==> src/rtl/idli_pkg.sv <==
// Shared core types plus the UART receiver state encoding and helpers.
package idli_pkg;

    typedef logic [3:0]  slice_t;
    typedef logic [15:0] data_t;
    typedef logic [1:0]  ctr_t;

    localparam int UART_CLKS_PER_BIT = 16;

    typedef enum logic [2:0] {
        UART_RX_IDLE   = 3'd0,
        UART_RX_START  = 3'd1,
        UART_RX_DATA   = 3'd2,
        UART_RX_PARITY = 3'd3,
        UART_RX_STOP   = 3'd4
    } uart_rx_state_t;

    function automatic logic even_parity(input logic [7:0] b);
        return ^b;
    endfunction

    function automatic slice_t data_slice(input data_t d, input ctr_t c);
        slice_t s;
        case (c)
            2'd0:    s = d[3:0];
            2'd1:    s = d[7:4];
            2'd2:    s = d[11:8];
            2'd3:    s = d[15:12];
            default: s = 4'h0;
        endcase
        return s;
    endfunction

endpackage

==> src/rtl/idli_uart_rx_fifo.sv <==
// Small synchronous word FIFO; a push into a full FIFO is taken only when a pop
// happens in the same cycle.
module idli_uart_rx_fifo
    import idli_pkg::*;
#(
    parameter int DEPTH = 2
) (
    input  logic  i_clk,
    input  logic  i_rst_n,
    input  logic  i_push,
    input  data_t i_push_data,
    input  logic  i_pop,
    output data_t o_head,
    output logic  o_full,
    output logic  o_empty
);

    localparam int AW = $clog2(DEPTH);

    logic [AW:0] r_wr_ptr;
    logic [AW:0] r_rd_ptr;
    data_t       r_mem [DEPTH];
    logic        w_push_ok;
    logic        w_pop_ok;

    // Extra pointer bit distinguishes full from empty when the indices match.
    always_comb begin
        o_empty   = (r_wr_ptr == r_rd_ptr);
        o_full    = (r_wr_ptr[AW] != r_rd_ptr[AW]) &&
                    (r_wr_ptr[AW-1:0] == r_rd_ptr[AW-1:0]);
        w_pop_ok  = i_pop && !o_empty;
        w_push_ok = i_push && (!o_full || w_pop_ok);
        o_head    = r_mem[r_rd_ptr[AW-1:0]];
    end

    // Pointer and storage update.
    always_ff @(posedge i_clk or negedge i_rst_n) begin
        if (!i_rst_n) begin
            r_wr_ptr <= '0;
            r_rd_ptr <= '0;
            for (int i = 0; i < DEPTH; i++) begin
                r_mem[i] <= 16'h0000;
            end
        end else begin
            if (w_push_ok) begin
                r_mem[r_wr_ptr[AW-1:0]] <= i_push_data;
                r_wr_ptr <= r_wr_ptr + {{AW{1'b0}}, 1'b1};
            end
            if (w_pop_ok) begin
                r_rd_ptr <= r_rd_ptr + {{AW{1'b0}}, 1'b1};
            end
        end
    end

endmodule

==> src/rtl/idli_uart_rx.sv <==
// UART receiver (8N1, LSB first) pairing bytes into 16b words read out as 4b slices.
// Define IDLI_UART_RX_PARITY_EN to require an even-parity bit after the data bits.
module idli_uart_rx
    import idli_pkg::*;
#(
    parameter int CLKS_PER_BIT = UART_CLKS_PER_BIT,
    parameter int FIFO_DEPTH   = 2
) (
    input  logic   i_clk,
    input  logic   i_rst_n,
    input  logic   i_uart_rx,
    input  logic   i_uart_rd,
    input  ctr_t   i_ctr,
    output slice_t o_uart_data,
    output logic   o_uart_valid,
    output logic   o_uart_err
);

    localparam int TW = $clog2(CLKS_PER_BIT);
    localparam logic [TW-1:0] TMR_HALF = TW'(CLKS_PER_BIT / 2 - 1);
    localparam logic [TW-1:0] TMR_FULL = TW'(CLKS_PER_BIT - 1);

`ifdef IDLI_UART_RX_PARITY_EN
    localparam uart_rx_state_t AFTER_DATA = UART_RX_PARITY;
`else
    localparam uart_rx_state_t AFTER_DATA = UART_RX_STOP;
`endif

    logic [1:0]     r_sync;
    uart_rx_state_t r_state;
    logic [TW-1:0]  r_timer;
    logic [2:0]     r_bit_idx;
    logic [7:0]     r_shift;
    logic [7:0]     r_low;
    logic           r_half;
    logic           r_armed;
    logic           r_err;
    logic           r_rd_active;

    logic  w_rx;
    logic  w_bit_end;
    logic  w_stop_ok;
    logic  w_par_err;
    logic  w_frame_err;
    logic  w_push;
    logic  w_pop;
    logic  w_accept;
    logic  w_rd_live;
    logic  w_overflow;
    logic  w_full;
    logic  w_empty;
    data_t w_push_data;
    data_t w_head;

`ifdef IDLI_UART_RX_PARITY_EN
    assign w_par_err = (r_state == UART_RX_PARITY) && w_bit_end &&
                       (even_parity(r_shift) != w_rx);
`else
    assign w_par_err = 1'b0;
`endif

    // Two-flop synchroniser; resets to the idle line level.
    always_ff @(posedge i_clk or negedge i_rst_n) begin
        if (!i_rst_n) begin
            r_sync <= 2'b11;
        end else begin
            r_sync <= {r_sync[0], i_uart_rx};
        end
    end

    // Frame-end decode, byte pairing and read handshake.
    always_comb begin
        w_rx        = r_sync[1];
        w_bit_end   = (r_timer == TMR_FULL);
        w_stop_ok   = (r_state == UART_RX_STOP) && w_bit_end && w_rx;
        w_frame_err = ((r_state == UART_RX_STOP) && w_bit_end && !w_rx) || w_par_err;
        w_push      = w_stop_ok && r_half;
        w_push_data = {r_shift, r_low};
        w_accept    = (i_ctr == 2'd0) && i_uart_rd && !w_empty;
        w_pop       = r_rd_active && (i_ctr == 2'd3);
        w_overflow  = w_push && w_full && !w_pop;
        if (i_ctr == 2'd0) begin
            w_rd_live = w_accept;
        end else begin
            w_rd_live = r_rd_active;
        end
    end

    // Receive FSM: start qualification at mid-bit, then one sample per bit period.
    always_ff @(posedge i_clk or negedge i_rst_n) begin
        if (!i_rst_n) begin
            r_state   <= UART_RX_IDLE;
            r_timer   <= '0;
            r_bit_idx <= 3'd0;
            r_shift   <= 8'h00;
            r_low     <= 8'h00;
            r_half    <= 1'b0;
            r_armed   <= 1'b0;
        end else begin
            case (r_state)
                UART_RX_IDLE: begin
                    r_timer   <= '0;
                    r_bit_idx <= 3'd0;
                    if (!r_armed) begin
                        r_armed <= w_rx;
                    end else if (!w_rx) begin
                        r_state <= UART_RX_START;
                    end
                end
                UART_RX_START: begin
                    if (r_timer == TMR_HALF) begin
                        r_timer <= '0;
                        r_state <= w_rx ? UART_RX_IDLE : UART_RX_DATA;
                    end else begin
                        r_timer <= r_timer + {{(TW-1){1'b0}}, 1'b1};
                    end
                end
                UART_RX_DATA: begin
                    if (w_bit_end) begin
                        r_timer   <= '0;
                        r_shift   <= {w_rx, r_shift[7:1]};
                        r_bit_idx <= r_bit_idx + 3'd1;
                        if (r_bit_idx == 3'd7) begin
                            r_state <= AFTER_DATA;
                        end
                    end else begin
                        r_timer <= r_timer + {{(TW-1){1'b0}}, 1'b1};
                    end
                end
                UART_RX_PARITY: begin
                    if (w_bit_end) begin
                        r_timer <= '0;
                        if (w_par_err) begin
                            r_state <= UART_RX_IDLE;
                            r_half  <= 1'b0;
                            r_armed <= 1'b0;
                        end else begin
                            r_state <= UART_RX_STOP;
                        end
                    end else begin
                        r_timer <= r_timer + {{(TW-1){1'b0}}, 1'b1};
                    end
                end
                UART_RX_STOP: begin
                    if (w_bit_end) begin
                        r_timer <= '0;
                        r_state <= UART_RX_IDLE;
                        if (w_rx) begin
                            r_low  <= r_half ? r_low : r_shift;
                            r_half <= !r_half;
                        end else begin
                            r_half  <= 1'b0;
                            r_armed <= 1'b0;
                        end
                    end else begin
                        r_timer <= r_timer + {{(TW-1){1'b0}}, 1'b1};
                    end
                end
                default: begin
                    r_state <= UART_RX_IDLE;
                    r_timer <= '0;
                    r_armed <= 1'b0;
                end
            endcase
        end
    end

    // Sticky error: bad frame, bad parity or dropped word.
    always_ff @(posedge i_clk or negedge i_rst_n) begin
        if (!i_rst_n) begin
            r_err <= 1'b0;
        end else if (w_frame_err || w_overflow) begin
            r_err <= 1'b1;
        end
    end

    // A read is decided once at ctr 0 and lasts until the pop at ctr 3.
    always_ff @(posedge i_clk or negedge i_rst_n) begin
        if (!i_rst_n) begin
            r_rd_active <= 1'b0;
        end else if (i_ctr == 2'd0) begin
            r_rd_active <= w_accept;
        end else if (i_ctr == 2'd3) begin
            r_rd_active <= 1'b0;
        end
    end

    idli_uart_rx_fifo #(
        .DEPTH (FIFO_DEPTH)
    ) u_fifo (
        .i_clk       (i_clk),
        .i_rst_n     (i_rst_n),
        .i_push      (w_push),
        .i_push_data (w_push_data),
        .i_pop       (w_pop),
        .o_head      (w_head),
        .o_full      (w_full),
        .o_empty     (w_empty)
    );

    // Slice mux is combinational so the core sees slice i_ctr in the same cycle.
    always_comb begin
        o_uart_data = 4'h0;
        if (w_rd_live) begin
            o_uart_data = data_slice(w_head, i_ctr);
        end else begin
            o_uart_data = 4'h0;
        end
    end

    assign o_uart_valid = !w_empty;
    assign o_uart_err   = r_err;

endmodule

==> config.mk <==
export PLATFORM = sky130hd
export DESIGN_NAME = idli_uart_rx
export DESIGN_NICKNAME = d
export VERILOG_FILES = /design/src/rtl/idli_pkg.sv /design/src/rtl/idli_uart_rx_fifo.sv /design/src/rtl/idli_uart_rx.sv
export SDC_FILE = /design/constraint.sdc
export NUM_CORES = 1
export LEC_CHECK = 0
export BUFFER_PORTS_ARGS = -buffer_cell sky130_fd_sc_hd__clkbuf_2
export CAP_MARGIN = 5
export CORE_UTILIZATION = 25
export CTS_BUF_LIST = sky130_fd_sc_hd__clkbuf_2
export DETAILED_ROUTE_END_ITERATION = 12
export SLEW_MARGIN = 30
export SYNTH_ARGS = -nofsm -noshare
export SYNTH_HDL_FRONTEND = slang
export SYNTH_SLANG_ARGS = --single-unit
export TNS_END_PERCENT = 5
==> constraint.sdc <==
create_clock -name i_clk -period 2.83 [get_ports i_clk]
set_clock_uncertainty 0.15 [all_clocks]
set_input_delay 0.566 -clock i_clk [delete_from_list [all_inputs] [get_ports i_clk]]
set_output_delay 0.566 -clock i_clk [all_outputs]
set_load 0.02 [all_outputs]
==> key figures, run 1 <==
Layout
  • Fraction of final layout cells with drive strength greater than 1: 42.25%
  • Area of all placed cells without fillers: 0.003572 sq mm
  • Core Util, Final: approximately 29%
  • Non-filler instance count after layout: 426
  • Area of the multi-input gates: 0.001325 sq mm
  • ANT cells: 0
  • Filler cell count in the final layout: between 1000 and 1500
  • Count of nets after finishing: 267
  • Layout overhead on the synthesized area: 13.88%
  • Register area: 0.001705 sq mm

Timing
  • Finish-stage setup viols: 0
  • Pin slew with the least headroom to its limit: 0.8338 ns
  • Final total negative setup slack: 0 ns
  • Unrepaired setup endpoints after global routing: no
  • Share of the clock period used by the worst path: 97.92%
  • Fin. Hold Viols: 0
  • Max Fclk: 360.9 MHz
  • Final Slew Violations: 0
  • Final worst path period need: 2.771 ns
  • Slew headroom: between 40% and 50%

Synthesis
  • Number of enable flip-flop cells after synthesis: 0
  • Number of instances in the synthesized netlist: 228
  • Mean cell area of the mapped netlist: 13.76 sq um
  • Adder-cell area share of the yosys netlist: 3.191%
  • Net Count, Synth: approximately 240
  • Synth Flop Type: sky130_fd_sc_hd__dfrtp_1
  • Dominant combinational cell family by area after synthesis: multiplexers
  • Number of warning messages in the yosys log: 0
  • Async SR Flop Fraction: 100.0%
  • Dominant cells by area after synthesis: sky130_fd_sc_hd__dfrtp_1, sky130_fd_sc_hd__mux2_2, sky130_fd_sc_hd__mux2_4
  • Xor/xnor cell area share of the yosys netlist: between 2 and 3%
  • Unique cell type count in the Yosys netlist: 47
  • Simple-gate portion of the synthesized area: 6.861%
  • Cell taking the most area after synthesis: sky130_fd_sc_hd__dfrtp_1
  • Cell with the most instances after synthesis: sky130_fd_sc_hd__dfrtp_1
  • Area of the mapped netlist: 0.003137 sq mm
  • Mux cell area share after synthesis: between 20 and 25%
  • Compound-gate portion of the synthesized area: 7.100%
  • Flops & latches, synth: 68
  • Post-synthesis sequential area ratio: 54.33%
  • Most frequent cells after synthesis: sky130_fd_sc_hd__dfrtp_1, sky130_fd_sc_hd__mux2_2, sky130_fd_sc_hd__inv_1
  • Fraction of post-synthesis cell area in the top cell type by area: 52.65%

CTS
  • TritonCTS clock tree: yes
  • Number of CTS-inserted buffers: 9
  • Clock latency on the worst-skew pair: 0.47 ns
  • Number of sinks handled by clock tree synthesis: 68
  • H-Tree Level Count: 3
  • Reg clk slew, reported paths: approximately 0.2 ns
  • Cell at the root of the clock tree: sky130_fd_sc_hd__clkbuf_2
  • Maximum number of buffers from clock root to sink: 2

Critical path
  • Kind of end point of the critical path: output pin
  • Worst reg-to-reg setup slack: 0.25 ns
  • Critical path launch point type: primary input
  • Capture point of the worst reg-to-reg path: u_fifo.r_mem[9]
  • Kind of critical path: primary input to output pin
  • Data arrival time of the worst path: 2.06 ns
  • Top fanout value on the critical path: 5
  • Source of the worst register-to-register timing path: r_timer[0]
  • Required time worst endpoint: 2.11 ns
  • Worst Reg2Reg Path Length in Cells: 6

Drt
  • Detailed-route wire length: 5785 microns
  • Initial drt markers: 126
  • Detailed-route DRC error count: 0
  • Post-detailed-route count of antenna-violating nets: 0
  • Vias after detailed routing: 1888
  • Average wire per cell in the routed design: 13.58 microns
  • Via-per-instance ratio: roughly 4.4
  • First-pass iteration count of the detailed router: 5

Floorplanning
  • Area of the die: 0.01300 sq mm
  • Number of placed I/O pins: 12
  • Core area: roughly 0.012 sq mm
  • Number of placement rows: 40
  • Initial core utilization: 25.90%
  • Width of the die: approximately 110 microns
  • Die Ht: 114.0 microns

Run status
  • Run status: completed

Placed design
  • HPWL Detailed: approximately 4000 microns
  • Area of placed instances: 0.003442 sq mm
  • Routability-driven placement congestion ratio: 0.7373
  • Placed Cells: 409
  • Quantity of I/O buffers inserted on ports: 11

Global route
  • Vias in the first global route: approximately 1900
  • GRT overflow: 0
  • First-pass GRT wire length: 10060 microns
  • Pin count of the biggest net entering global routing: 69
  • Antenna violations before repair: 0
  • GRT Util Overall: about 10%

Run
  • Max-capacitance violation count: 0

Power
  • Peak supply drop: 177.0 uV
  • Overall power of the completed layout: 2.009 mW
  • Ratio of total power to cell area: 562.3 mW/mm^2
  • Lkg Pwr: between 1.5 and 2 nW

Worst hold path
  • Min-Delay Path Class: primary input to async pin
==> placed cells by master, fill, tap and decap left out, types with 6 or more instances in the layout <==
cell	n
sky130_fd_sc_hd__dfrtp_1	65
sky130_fd_sc_hd__mux2_2	43
sky130_fd_sc_hd__clkbuf_2	20
sky130_fd_sc_hd__buf_4	13
sky130_fd_sc_hd__inv_1	11
sky130_fd_sc_hd__mux2_4	9
sky130_fd_sc_hd__nor2_1	8
sky130_fd_sc_hd__ha_1	7
sky130_fd_sc_hd__xnor2_1	6
sky130_fd_sc_hd__a222oi_1	6
==> critical path: stages <==
cell and delay [ns]:
sky130_fd_sc_hd__clkbuf_2 0.11, sky130_fd_sc_hd__inv_1 0.08, sky130_fd_sc_hd__ha_1 0.30, sky130_fd_sc_hd__buf_4 0.17
sky130_fd_sc_hd__a222oi_1 0.06, sky130_fd_sc_hd__mux4_2 0.46, sky130_fd_sc_hd__nor2_1 0.13, sky130_fd_sc_hd__clkbuf_2 0.19
==> sequential cells by signal, indices dropped and copies added (netlist names) <==
signal,cells
u_fifo.r_mem,32
r_low,8
r_shift,8
r_timer,4
r_bit_idx,3
r_state,3
r_sync,2
u_fifo.r_rd_ptr,2
u_fifo.r_wr_ptr,2
o_uart_err,1
r_armed,1
r_half,1
r_rd_active,1
==> metal layers <==
metal / track usage [%] / wire length [microns] / part of all wire [%]
met2: 15.35 / 2742 / 47
met3: 2.072 / 219 / 3.8
met5: 0 / 0 / 0
met4: 4.069 / 89 / 1.5
met1: 13.62 / 2734 / 47
==> per-stage QoR <==
stage / setup slack [ns] / hold slack [ns]
final: 0.05890 / 0.09415
after global routing: 0.006006 / 0.09557
after CTS: 0.04989 / 0.1154
after detailed placement: 0.03284 / 0.2023
after global placement: 0.06593 / 0.1961
after floorplan: 0.2101 / 0.1204
==> cell families after synthesis <==
family | count (synthesis)
AND/OR/NAND/NOR | 36
buffers and inverters | 23
multiplexers | 56
flip-flops | 68
AO/OA/AOI/OAI | 28
XOR/XNOR | 9
adder cells (fa/ha/maj) | 8
==> layout make-up <==
type                       instances  share of cell area (%)
clock buffer                      11                   1.541
clock inverter                     5                   1.471
multi-input combinational        137                   37.09
inverter                          11                   1.156
timing repair buffer              26                   5.114
sequential                        68                   47.74
tap                              168                   5.884
==> how the worst max path moves through the flow <==
stage / to / start / cells past startpoint / slack [ns]
floorplan: u_fifo.r_mem[0] / r_timer[0] / 8 / 0.21
global placement: o_uart_data[3] / i_ctr[1] / 7 / 0.07
detailed placement: o_uart_data[3] / i_ctr[1] / 7 / 0.03
CTS: o_uart_data[1] / u_fifo.r_wr_ptr[0] / 6 / 0.05
global route: o_uart_data[1] / i_ctr[0] / 6 / 0.006
finish: o_uart_data[0] / i_ctr[0] / 8 / 0.06
==> where the power goes <==
part           internal [mW]  switching [mW]
sequential              1.03          0.0525
clock                  0.208           0.331
combinational          0.175           0.216
total                   1.41           0.599
==> what timing repair did <==
item / in CTS / in global routing
setup buffers: 0 / 0
hold endpoints to repair: 1 / 0
hold buffers: 1 / 0
endpoints found under the setup margin: 1 / 5
pin swaps: 0 / 0
gates resized for setup: 2 / 4
(Power assumes the default switching activity.)
==> inputs of run 2 (changes only) <==
--- a/config.mk
+++ b/config.mk
@@ -10,6 +10,7 @@
 export CORE_UTILIZATION = 25
 export CTS_BUF_LIST = sky130_fd_sc_hd__clkbuf_2
 export DETAILED_ROUTE_END_ITERATION = 12
+export HOLD_SLACK_MARGIN = 0.12
 export SLEW_MARGIN = 30
 export SYNTH_ARGS = -nofsm -noshare
 export SYNTH_HDL_FRONTEND = slang
==> key figures, run 2 (synthesis gave the netlist of run 1 again) <==
Layout
  • Register area: ~0.0017 sq mm
  • Core Util, Final: between 20% and 30%
  • Filler cell count in the final layout: 1251
  • Area of the multi-input gates: between 0.001 and 0.0015 sq mm
  • Number of flip-flops in the largest register: 32
  • Most frequent standard cell in the layout excluding fill and tap cells: sky130_fd_sc_hd__dfrtp_1
  • Biggest registers after layout: u_fifo.r_mem: 32 flops, r_low: 8 flops, r_shift: 8 flops
  • Top library cells by usage in the layout, fill and taps aside: sky130_fd_sc_hd__dfrtp_1, sky130_fd_sc_hd__mux2_2, sky130_fd_sc_hd__clkbuf_2, sky130_fd_sc_hd__buf_4, sky130_fd_sc_hd__inv_1
  • Non-filler instance count after layout: roughly 430
  • Count of nets after finishing: 268
  • ANT cells: 0
  • Fraction of final layout cells with drive strength greater than 1: a little over two fifths
  • Layout overhead on the synthesized area: 14.20%
  • Biggest register: u_fifo.r_mem

Drt
  • Vias after detailed routing: 1885
  • Met2 routed WL: 2762 microns
  • Average wire per cell in the routed design: 13.57 microns
  • Detailed-route DRC error count: 0
  • Detailed route wirelength on metal3: 143 microns
  • Wire length on met1: between 2000 and 3000 microns
  • Detailed-route wire length: approximately 5800 microns
  • Initial drt markers: around 120
  • Post-detailed-route count of antenna-violating nets: 0
  • First-pass iteration count of the detailed router: 7
  • Via-per-instance ratio: 4.415
  • Top routing layer in use: met4

Timing
  • Max Fclk: 363.7 MHz
  • Finish-stage setup viols: 0
  • Fin. Hold Viols: 0
  • Final total negative setup slack: 0 ns
  • Final worst path period need: around 2.7 ns
  • Unrepaired setup endpoints after global routing: no
  • Worst hold margin: 0.1852 ns
  • Share of the clock period used by the worst path: 97.15%
  • Slew headroom: 44.47%
  • Pin slew with the least headroom to its limit: around 0.83 ns
  • Final Slew Violations: 0

Global route
  • Pin count of the biggest net entering global routing: 69
  • GRT Util Overall: under 10%
  • Vias in the first global route: 1947
  • GRT overflow: 0
  • Antenna violations before repair: 0
  • First-pass GRT wire length: 10070 microns

CTS
  • H-Tree Level Count: 3
  • Number of CTS-inserted buffers: 9
  • Number of sinks handled by clock tree synthesis: 68
  • TritonCTS clock tree: yes
  • Reg clk slew, reported paths: 0.17 ns
  • Clock latency on the worst-skew pair: 0.48 ns
  • Cell at the root of the clock tree: sky130_fd_sc_hd__clkbuf_2
  • Number of buffers inserted by post-CTS setup repair: 0
  • Maximum number of buffers from clock root to sink: 2

Critical path
  • Slowest CP cell: sky130_fd_sc_hd__mux4_2
  • Buffers plus inverters on the worst setup path: 4
  • Largest delay share family, worst path: buffers and inverters
  • Ordered list of cells on the worst path: clkbuf_2 > inv_1 > ha_1 > buf_4 > a222oi_1 > mux4_2 > nor2_1 > clkbuf_2
  • Data arrival time of the worst path: 2.03 ns
  • Kind of end point of the critical path: output pin
  • Top fanout value on the critical path: 5
  • Critical path launch point type: primary input
  • Delay of the slowest cell on the worst path: 0.46 ns
  • Required time worst endpoint: 2.11 ns
  • CP dominant cell by count: sky130_fd_sc_hd__clkbuf_2
  • Kind of critical path: primary input to output pin

Placed design
  • Routability-driven placement congestion ratio: 0.7373
  • HPWL Detailed: just under 4000 microns
  • Quantity of I/O buffers inserted on ports: 11
  • Placed Cells: about 400

Floorplanning
  • Core area: 0.01211 sq mm
  • Die Ht: 114.0 microns
  • Number of placement rows: 40
  • Area of the die: 0.01300 sq mm
  • Initial core utilization: 25.90%
  • Number of placed I/O pins: 12
  • Width of the die: roughly 110 microns

Power
  • Peak supply drop: 178.3 uV
  • Ratio of total power to cell area: 561.3 mW/mm^2
  • Lkg Pwr: around 1.7 nW

Worst hold path
  • Min-Delay Path Class: primary input to flop

Run status
  • Run status: completed

Run
  • Max-capacitance violation count: 0
run 2: cell count changes in the layout (fill, tap and decap cells not counted):
cell,delta
sky130_fd_sc_hd__dlygate4sd3_1,+1
run 2: cell type report:
cell class / instances / share of cell area, %
sequential: 68 / 47.61
multi-input combinational: 137 / 36.99
tap: 168 / 5.868
timing repair buffer: 27 / 5.379
clock buffer: 11 / 1.537
clock inverter: 5 / 1.467
inverter: 11 / 1.153
run 2: per-stage QoR:
| stage | setup slack [ns] | power [mW] | instance area [sq um] |
|---|---|---|---|
| 6_report | 0.08061 | 2.011 | 3582 |
| 5_1_grt | 0.006006 | 2.142 | 3582 |
| 4_1_cts | 0.04989 | 2.029 | 3573 |
| 3_5_place_dp | 0.03284 | 1.486 | 3442 |
| 3_3_place_gp | 0.06593 | 1.477 | 3442 |
| 2_1_floorplan | 0.2101 | 1.370 | 3137 |
run 2: tightest hold or removal path, stage by stage:
cell,delay [ns]
sky130_fd_sc_hd__clkbuf_2,0.09
sky130_fd_sc_hd__nand3_1,0.06
sky130_fd_sc_hd__o21ai_0,0.06
run 2: per-layer routing:
| layer | vias up | global-route usage (%) |
|---|---|---|
| li1 | 884 | - |
| met1 | 969 | 13.66 |
| met2 | 28 | 15.35 |
| met3 | 4 | 2.072 |
| met4 | 0 | 4.069 |
| met5 | - | 0 |
run 2: report_power, final:
group / internal, mW / switching [mW] / total, mW
sequential: 1.03 / 0.0524 / 1.08
clock: 0.208 / 0.333 / 0.541
combinational: 0.176 / 0.216 / 0.392
run 2: path summary, 6_finish.rpt:
path	start	depth (start not counted)	slack [ns]	endpoint
setup reg to reg	r_timer[0]	6	0.25	u_fifo.r_mem[9]
hold reg to reg	r_sync[0]	0	0.22	r_sync[1]
min in group asynchronous	i_rst_n	3	0.63	u_fifo.r_mem[18]
max in group asynchronous	i_rst_n	3	1.31	u_fifo.r_wr_ptr[0]
hold / removal	i_uart_rd	3	0.19	r_rd_active
setup / recovery	i_ctr[0]	8	0.08	o_uart_data[0]
run 2: repair_timing:
| action | CTS | global route |
|---|---|---|
| pin swaps | 0 | 0 |
| setup endpoints to repair | 1 | 5 |
| hold endpoints to repair | 15 | 0 |
| gates resized for setup | 2 | 4 |
| hold buffers | 2 | 0 |
==> inputs of run 3 (changes only) <==
--- a/config.mk
+++ b/config.mk
@@ -7,12 +7,16 @@
 export LEC_CHECK = 0
 export BUFFER_PORTS_ARGS = -buffer_cell sky130_fd_sc_hd__clkbuf_2
 export CAP_MARGIN = 5
+export CELL_PAD_IN_SITES_DETAIL_PLACEMENT = 0
+export CELL_PAD_IN_SITES_GLOBAL_PLACEMENT = 1
 export CORE_UTILIZATION = 25
 export CTS_BUF_LIST = sky130_fd_sc_hd__clkbuf_2
 export DETAILED_ROUTE_END_ITERATION = 12
 export HOLD_SLACK_MARGIN = 0.12
+export PLACE_DENSITY_LB_ADDON = 0.1
 export SLEW_MARGIN = 30
 export SYNTH_ARGS = -nofsm -noshare
 export SYNTH_HDL_FRONTEND = slang
+export SYNTH_HIERARCHICAL = 1
 export SYNTH_SLANG_ARGS = --single-unit
 export TNS_END_PERCENT = 5
==> key figures, run 3 <==
Run status
  • Run status: finished with violations
  • Violated checks: negative setup slack

Power
  • Peak supply drop: between 200 and 300 uV
  • Ratio of total power to cell area: 574.0 mW/mm^2
  • Lkg Pwr: 1.821 nW

Critical path
  • Kind of critical path: flop to output pin
  • Crit path launch: u_fifo/r_rd_ptr[0]
  • Worst Reg2Reg Path Length in Cells: 8
  • Top fanout value on the critical path: 8
  • Data arrival time of the worst path: 2.18 ns
  • Crit path capture: o_uart_data[3]
  • Source of the worst register-to-register timing path: r_timer[0]
  • Critical path launch point type: flop
  • Required time worst endpoint: roughly 2.1 ns
  • Capture point of the worst reg-to-reg path: u_fifo/r_mem[15]
  • Kind of end point of the critical path: output pin
  • Worst reg-to-reg setup slack: approximately 0.46 ns

Run
  • Max-capacitance violation count: 0

CTS
  • Maximum number of buffers from clock root to sink: 2
  • Number of sinks handled by clock tree synthesis: 68
  • Number of CTS-inserted buffers: 9
  • Reg clk slew, reported paths: 0.17 ns
  • H-Tree Level Count: 3
  • Cell at the root of the clock tree: sky130_fd_sc_hd__clkbuf_2
  • Clock latency on the worst-skew pair: 0.50 ns
  • TritonCTS clock tree: yes

Layout
  • Biggest registers after layout: u_fifo/r_mem: 32 flops, r_low: 8 flops, r_shift: 8 flops
  • Filler cell count in the final layout: 1365
  • Core Util, Final: 29.66%
  • Area of all placed cells without fillers: 0.003774 sq mm
  • Non-filler instance count after layout: 453
  • Top library cells by usage in the layout, fill and taps aside: sky130_fd_sc_hd__dfrtp_1, sky130_fd_sc_hd__mux2_2, sky130_fd_sc_hd__mux2_4, sky130_fd_sc_hd__clkbuf_2
  • Layout overhead on the synthesized area: 14.46%
  • Area of the multi-input gates: 0.001514 sq mm
  • Number of flip-flops in the largest register: 32
  • Fraction of final layout cells with drive strength greater than 1: 35.59%
  • Count of nets after finishing: 291
  • Biggest register: u_fifo/r_mem
  • ANT cells: 0
  • Most frequent standard cell in the layout excluding fill and tap cells: sky130_fd_sc_hd__dfrtp_1
  • Register area: approximately 0.0017 sq mm

Synthesis
  • Unique cell type count in the Yosys netlist: 45
  • Synth Flop Type: sky130_fd_sc_hd__dfrtp_1
  • Most frequent cells after synthesis: sky130_fd_sc_hd__dfrtp_1, sky130_fd_sc_hd__mux2_2, sky130_fd_sc_hd__mux2_4
  • Number of instances in the synthesized netlist: roughly 250
  • Number of enable flip-flop cells after synthesis: 0
  • Area of the mapped netlist: 0.003297 sq mm
  • Cell with the most instances after synthesis: sky130_fd_sc_hd__dfrtp_1
  • Async SR Flop Fraction: 100.0%
  • Flops & latches, synth: 68
  • Fraction of post-synthesis cell area in the top cell type by area: 50.09%
  • Number of warning messages in the yosys log: 6
  • Net Count, Synth: 267
  • Mean cell area of the mapped netlist: 13.03 sq um
  • Cell taking the most area after synthesis: sky130_fd_sc_hd__dfrtp_1
  • Dominant cells by area after synthesis: sky130_fd_sc_hd__dfrtp_1, sky130_fd_sc_hd__mux2_2, sky130_fd_sc_hd__mux2_4
  • Post-synthesis sequential area ratio: 51.69%

Drt
  • Detailed-route DRC error count: 0
  • Initial drt markers: 85
  • Detailed-route wire length: 7063 microns
  • Via-per-instance ratio: 4.437
  • Average wire per cell in the routed design: between 15 and 20 microns
  • Vias after detailed routing: around 2000
  • Post-detailed-route count of antenna-violating nets: 0
  • First-pass iteration count of the detailed router: 4

Timing
  • Finish-stage setup viols: 4
  • Final total negative setup slack: -0.1992 ns
  • Max Fclk: 345.6 MHz
  • Slew headroom: 70.69%
  • Final worst path period need: between 2 and 3 ns
  • Unrepaired setup endpoints after global routing: yes
  • Worst hold margin: 0.1907 ns
  • Fin. Hold Viols: 0
  • Final Slew Violations: 0
  • Final setup slack of the worst path: -0.06360 ns
  • Share of the clock period used by the worst path: 102.2%
  • Pin slew with the least headroom to its limit: 0.4397 ns

Floorplanning
  • Width of the die: approximately 120 microns
  • Initial core utilization: 25.91%
  • Number of placement rows: between 40 and 50
  • Core area: 0.01272 sq mm
  • Area of the die: 0.01365 sq mm
  • Die Ht: about 120 microns
  • Number of placed I/O pins: 12

Global route
  • GRT Util Overall: 11.41%
  • First-pass GRT wire length: 11300 microns
  • GRT overflow: 0
  • Vias in the first global route: 2101
  • Antenna violations before repair: 0
  • Pin count of the biggest net entering global routing: 69

Placed design
  • Quantity of I/O buffers inserted on ports: 11
  • HPWL Detailed: 4460 microns
  • Area of placed instances: 0.003597 sq mm
  • Placed Cells: roughly 430
  • Routability-driven placement congestion ratio: 0.7010

Worst hold path
  • Min-Delay Path Class: primary input to flop
-- run 3: cell families (layout without fill, tap and decap cells) --
family	after synthesis	in the layout	synth area share [%]
AOI/OAI and AO/OA	35	35	7.705
xor gates and xnor gates	6	6	1.594
adders and majority gates	8	8	3.036
buffers and inverters	19	47	2.960
DFF	68	68	51.69
muxes	68	68	25.28
and+or+nand+nor	49	49	7.742
-- run 3: worst max-delay path, cell delays in order (launching register included) --
cell,delay [ns]
sky130_fd_sc_hd__dfrtp_2,0.50
sky130_fd_sc_hd__buf_12,0.17
sky130_fd_sc_hd__mux2_4,0.29
sky130_fd_sc_hd__a222oi_1,0.33
sky130_fd_sc_hd__o21a_1,0.19
sky130_fd_sc_hd__nor2_2,0.05
sky130_fd_sc_hd__buf_6,0.14
-- run 3: layer usage --
metal / track usage, % / share of wire [%]
met1: 14.39 / 48
met4: 3.291 / 1.0
met3: 4.171 / 3.2
met5: 0 / 0
met2: 18.34 / 48
-- run 3: what timing repair did --
| item | CTS | global route |
|---|---|---|
| hold buffers | 2 | 0 |
| buffers inserted | 3 | 0 |
| pin swaps | 2 | 3 |
| setup endpoints to repair | 4 | 4 |
| gates cloned | 0 | 1 |
| endpoints found under the hold margin | 67 | 0 |
| gates resized for setup | 4 | 10 |
-- run 3: cell type report --
class,instances,share of cell area [%]
well taps,172,5.703
flip-flops and latches,68,45.19
clock inverters,5,0.5305
inverters,6,0.5968
repair buffers,26,6.532
clock buffers,10,1.326
multi-input cells,166,40.12
-- run 3: worst min path at each step --
stage,start,end,cells after the start
final,i_uart_rd,r_rd_active,3
after global routing,i_uart_rd,r_rd_active,3
after CTS,i_uart_rd,r_rd_active,3
after detailed placement,r_sync[0],r_sync[1],0
after global placement,r_sync[0],r_sync[1],0
after floorplan,i_rst_n,o_uart_err,0
-- run 3: power by group --
part,internal (mW),switching (mW),total [mW]
Clock,0.102,0.332,0.434
Combinational,0.297,0.311,0.608
Sequential,1.04,0.0806,1.12
-- run 3: through the flow --
stage / setup WS [ns] / power (mW)
floorplan: 0.4822 / 1.478
global placement: 0.2911 / 1.655
detailed placement: 0.2976 / 1.655
CTS: -0.1454 / 2.172
global route: -0.2429 / 2.336
finish: -0.06360 / 2.166
